**src/rtl/operand_sequencer.sv**
```systemverilog
// rtl/operand_sequencer.sv - two-operand load sequencer with registered compare result
module operand_sequencer (
    input  logic       clk,
    input  logic       reset_n,
    input  logic [5:0] din,
    input  logic       load,
    input  logic       abort,
    input  logic       greatt,
    output logic       ready,
    output logic [7:0] x,
    output logic [7:0] y,
    output logic       result_valid,
    output logic       result_gt,
    output logic       result_eq,
    output logic       result_lt,
    output logic [7:0] cmp_count
);

    typedef enum logic [1:0] {
        IDLE   = 2'd0,
        WAIT_B = 2'd1,
        EVAL   = 2'd2,
        DONE   = 2'd3
    } state_t;

    state_t     state_q, state_d;
    logic [5:0] a_q, a_d;
    logic [5:0] b_q, b_d;
    logic       valid_q, valid_d;
    logic       gt_q, gt_d;
    logic       eq_q, eq_d;
    logic       lt_q, lt_d;
    logic [7:0] cnt_q, cnt_d;
    logic       ops_equal;

    // Equality comes from the local operands, so a greatt glitch on equal
    // operands can never yield anything other than eq.
    assign ops_equal = (a_q == b_q);

    always_ff @(posedge clk or negedge reset_n) begin
        if (!reset_n) begin
            state_q <= IDLE;
            a_q     <= 6'd0;
            b_q     <= 6'd0;
            valid_q <= 1'b0;
            gt_q    <= 1'b0;
            eq_q    <= 1'b0;
            lt_q    <= 1'b0;
            cnt_q   <= 8'd0;
        end else begin
            state_q <= state_d;
            a_q     <= a_d;
            b_q     <= b_d;
            valid_q <= valid_d;
            gt_q    <= gt_d;
            eq_q    <= eq_d;
            lt_q    <= lt_d;
            cnt_q   <= cnt_d;
        end
    end

    always_comb begin
        state_d = state_q;
        a_d     = a_q;
        b_d     = b_q;
        valid_d = valid_q;
        gt_d    = gt_q;
        eq_d    = eq_q;
        lt_d    = lt_q;
        cnt_d   = cnt_q;

        case (state_q)
            IDLE: begin
                if (load) begin
                    a_d     = din;
                    state_d = WAIT_B;
                end
            end
            WAIT_B: begin
                if (load) begin
                    b_d     = din;
                    state_d = EVAL;
                end
            end
            EVAL: begin
                gt_d    = greatt & ~ops_equal;
                eq_d    = ops_equal;
                lt_d    = ~greatt & ~ops_equal;
                valid_d = 1'b1;
                cnt_d   = cnt_q + 8'd1;
                state_d = DONE;
            end
            DONE: begin
                if (load) begin
                    a_d     = din;
                    valid_d = 1'b0;
                    state_d = WAIT_B;
                end
            end
            default: state_d = IDLE;
        endcase

        // Abort wins over any load or evaluation on the same edge; operands
        // and the completed-comparison count survive it.
        if (abort) begin
            state_d = IDLE;
            a_d     = a_q;
            b_d     = b_q;
            cnt_d   = cnt_q;
            valid_d = 1'b0;
            gt_d    = 1'b0;
            eq_d    = 1'b0;
            lt_d    = 1'b0;
        end
    end

    assign ready        = (state_q != EVAL);
    assign x            = {2'b00, a_q};
    assign y            = {2'b00, b_q};
    assign result_valid = valid_q;
    assign result_gt    = gt_q;
    assign result_eq    = eq_q;
    assign result_lt    = lt_q;
    assign cmp_count    = cnt_q;

endmodule

```
**config.mk**
```make
export PLATFORM = sky130hd
export DESIGN_NAME = operand_sequencer
export DESIGN_NICKNAME = d
export VERILOG_FILES = /design/src/rtl/operand_sequencer.sv
export SDC_FILE = /design/constraint.sdc
export NUM_CORES = 1
export LEC_CHECK = 0
export ABC_AREA = 1
export CORE_MARGIN = 1
export CORE_UTILIZATION = 48
export CTS_BUF_LIST = sky130_fd_sc_hd__clkbuf_4
export DETAILED_ROUTE_END_ITERATION = 8
export PLACE_DENSITY = 0.92
export SETUP_SLACK_MARGIN = 0.15
export SLEW_MARGIN = 10
export SYNTH_ARGS = -nofsm -noshare
export SYNTH_HDL_FRONTEND = slang
export SYNTH_SLANG_ARGS = --single-unit
```
**constraint.sdc**
```tcl
create_clock -name clk -period 1.5 [get_ports clk]
set_input_delay 0.3 -clock clk [delete_from_list [all_inputs] [get_ports clk]]
set_output_delay 0.3 -clock clk [all_outputs]
set_load 0.02 [all_outputs]
```
==> summary.txt <==
Setup path
  • Data required, critical path: 1200 ps
  • CP Capture Type: primary output
  • CP Class: reg -> out
  • WP buf/inv: 3
  • CP max-delay cell: dfrtp_1
  • Most Frequent Cell on Critical Path: inv_2
  • Worst EP arrival: 1100 ps
  • CP max stage delay: 420 ps
  • Worst path cell trace: inv_2 > ha_4 > inv_2 > buf_6
  • Crit-path max FO: 2
  • Delay-heaviest family, CP: flip-flops
  • Startpoint types: register

Drt
  • Drt total wl: 2.97 mm
  • Routed Antenna Nets: 0
  • # DRC: 0
  • Vias per cell: 4.85
  • Initial DRC Count: 23
  • First-pass detailed-route iteration total: 4
  • Drt wl/cell: 11.8 um
  • DR vias: 1221

STA
  • Clock skew: 6.63 ps
  • RSZ-0062 raised after global routing: yes
  • Achievable Freq: 0.712 GHz
  • Final max-slew violation count: 0
  • Hold Fails Final Rpt: 0
  • Fin crit period: 1400 ps
  • TNS Setup: 0 ps
  • Final period utilization: 93.7%
  • Endpoints failing setup: 0

Power and ir drop
  • Power per Cell Area: 1760 nW/um2
  • Logic gate share of total power: 55.5%
  • Clk network pwr share: 8.8%
  • Switching pwr: 1.42 mW
  • Max VDD drop: 1490 uV
  • LEAKAGE: 1.03 nW
  • Pint: 1.87 mW
  • Switching part of the total power: 43.1%
  • Sequential share of power: 35.7%

Global routing
  • Pin count of the biggest net entering global routing: 27
  • Number of global-route vias before repair: 1129
  • Global route overflow: 0
  • Total track usage: 20.9%
  • Wire length of the first global-routing pass: 4.33 mm
  • Initial antenna violation count: 0

Synth
  • Most frequent cell after synthesis: nand2_1
  • Seq/Total Area, Yosys: 50.0%
  • Synthesis Warnings: 0
  • #FFs+latches synth: 26
  • Yosys cell types: 21
  • Mean Syn Cell Area: 7.99 um2
  • Post-synth EDFFs: 0
  • Async SR Flop Fraction: 100%
  • Post-synth top area share: 50.0%
  • Commonest cells post-synth: 47 x nand2_1, 26 x dfrtp_1, 25 x inv_1
  • Largest area contributor in the netlist: dfrtp_1
  • Mapped Cells: 163
  • Primary FF master, synth: dfrtp_1
  • Synthesized area: 1300 um2
  • Top post-synthesis cells by area: dfrtp_1 50%, nand2_1 14%, inv_1 7.2%

Layout
  • Share of layout cells above drive strength 1: 27.0%
  • Cell Count, Final, Fillers Out: 252
  • Area grow syn2layout: 43.7%
  • Final #Nets: 239
  • N_diodes: 0

Min path
  • Hold WC Path Type: in -> async

Clock tree
  • Clock sinks: 26
  • Clk buf depth: 2
  • H-Tree Depth: 1
  • Root Driver: clkbuf_4
  • CTS tree: done
  • Reg clk slew, reported paths: 130 ps
  • Clock latency on the worst-skew pair: 320 ps
  • Number of buffers created by CTS: 3

Floorplanning
  • Core area: 2520 um2
  • Die H: 54.1 um
  • Die W: 54.1 um
  • Die ar.: 2930 um2
  • Initial core utilization: 51.6%
  • Top Ports: 40
  • # rows: 18

Placed design
  • Gpl congestion: 0.875
  • Placed Instances: 233
  • I/O Buffers: 35
  • Post-DP HPWL: 1.91 mm

Flow run
  • Max cap viols: 0

Status
  • Outcome: complete, no violations
what timing repair did:
| item | in CTS | in global routing |
|---|---|---|
| pin swaps | 2 | 2 |
| gates cloned | 0 | 1 |
| resized for setup | 65 | 29 |
| buffers inserted | 3 | 12 |
| hold buffers | 0 | 0 |
| endpoints found under the setup margin | 34 | 39 |
metrics by stage:
stage | instance area (um2) | util, % | setup slack, ps | total power, mW | hold slack, ps
5_1_grt | 1870 | 74.2 | 51.8 | 3.55 | 349
6_report | 1870 | 74.2 | 95.0 | 3.29 | 327
2_1_floorplan | 1310 | - | 259 | 2.04 | 4.41
4_1_cts | 1790 | 70.9 | 25.0 | 3.02 | 342
3_5_place_dp | 1720 | 68.3 | -66.8 | 2.78 | 467
3_3_place_gp | 1720 | 68.3 | -27.1 | 2.72 | 463
cells in the final DEF (no fill, tap or decap), types with 3 or more instances in the layout:
cell type and n:
inv_2 3, buf_2 5, clkdlybuf4s50_1 10, nand2_1 47
conb_1 4, buf_4 23, clkbuf_2 7, clkbuf_4 3
nor2_1 18, a21oi_1 3, clkdlybuf4s15_1 3, o21ai_0 11
xor2_1 3, clkdlybuf4s15_2 9, o21ai_1 4, inv_1 23
dfrtp_1 26, nand3_1 3
final cells by class:
class	count	area, um2
Tap cell	30	37.5
Clock buffer	3	22.5
Fill cell	190	651
Multi-Input combinational cell	108	582
Sequential cell	26	651
Timing Repair Buffer	58	475
Inverter	27	104
worst reg2reg max path: stages (launching register included):
cell	delay, ps
dfrtp_1	420
inv_2	80
ha_4	130
buf_4	130
nand2_8	80
inv_4	70
nand3_2	80
nor2_2	100
xor2_1	150
per-layer routing:
metal	track usage (%)	routed length (um)	vias to the layer above
met3	2.26	121	5
met4	12.0	55	0
li1	-	-	607
met1	22.0	1250	568
met5	0	0	-
met2	39.7	1540	41
worst paths after layout:
path / end / slack [ps] / depth (start not counted) / startpoint
max reg2reg: cmp_count[6]$_DFFE_PN0P_ / 170 / 8 / state_q[0]$_DFFE_PN0P_
min in group clk: result_gt$_DFFE_PN0P_ / 490 / 2 / result_gt$_DFFE_PN0P_
min reg2reg: result_gt$_DFFE_PN0P_ / 490 / 2 / result_gt$_DFFE_PN0P_
max in group asynchronous: cmp_count[6]$_DFFE_PN0P_ / 920 / 2 / reset_n
min: state_q[0]$_DFFE_PN0P_ / 330 / 2 / reset_n
max: ready / 100 / 4 / state_q[0]$_DFFE_PN0P_
flip-flops by register name, indices dropped and copies added (netlist names):
signal,count
result_gt,1
state_q,2
a_q,6
result_eq,1
b_q,6
cmp_count,8
result_valid,1
result_lt,1
power by group through the flow:
stage	registers (mW)	clock network [mW]	logic, mW
floorplan	1.45	0	0.592
global placement	1.19	0	1.53
detailed placement	1.21	0	1.57
CTS	1.19	0.296	1.53
global route	1.21	0.324	2.01
finish	1.18	0.290	1.83
logic make-up after synthesis:
| family | after synthesis | synth area share [%] |
|---|---|---|
| DFF | 26 | 50.0 |
| AOI/OAI and AO/OA | 19 | 7.40 |
| buffers and inverters | 33 | 11.0 |
| adders and majority gates | 4 | 3.84 |
| xor gates and xnor gates | 5 | 3.36 |
| other | 1 | 0.288 |
| and+or+nand+nor | 75 | 24.1 |
Note: power is estimated with default switching activity, not from simulation.
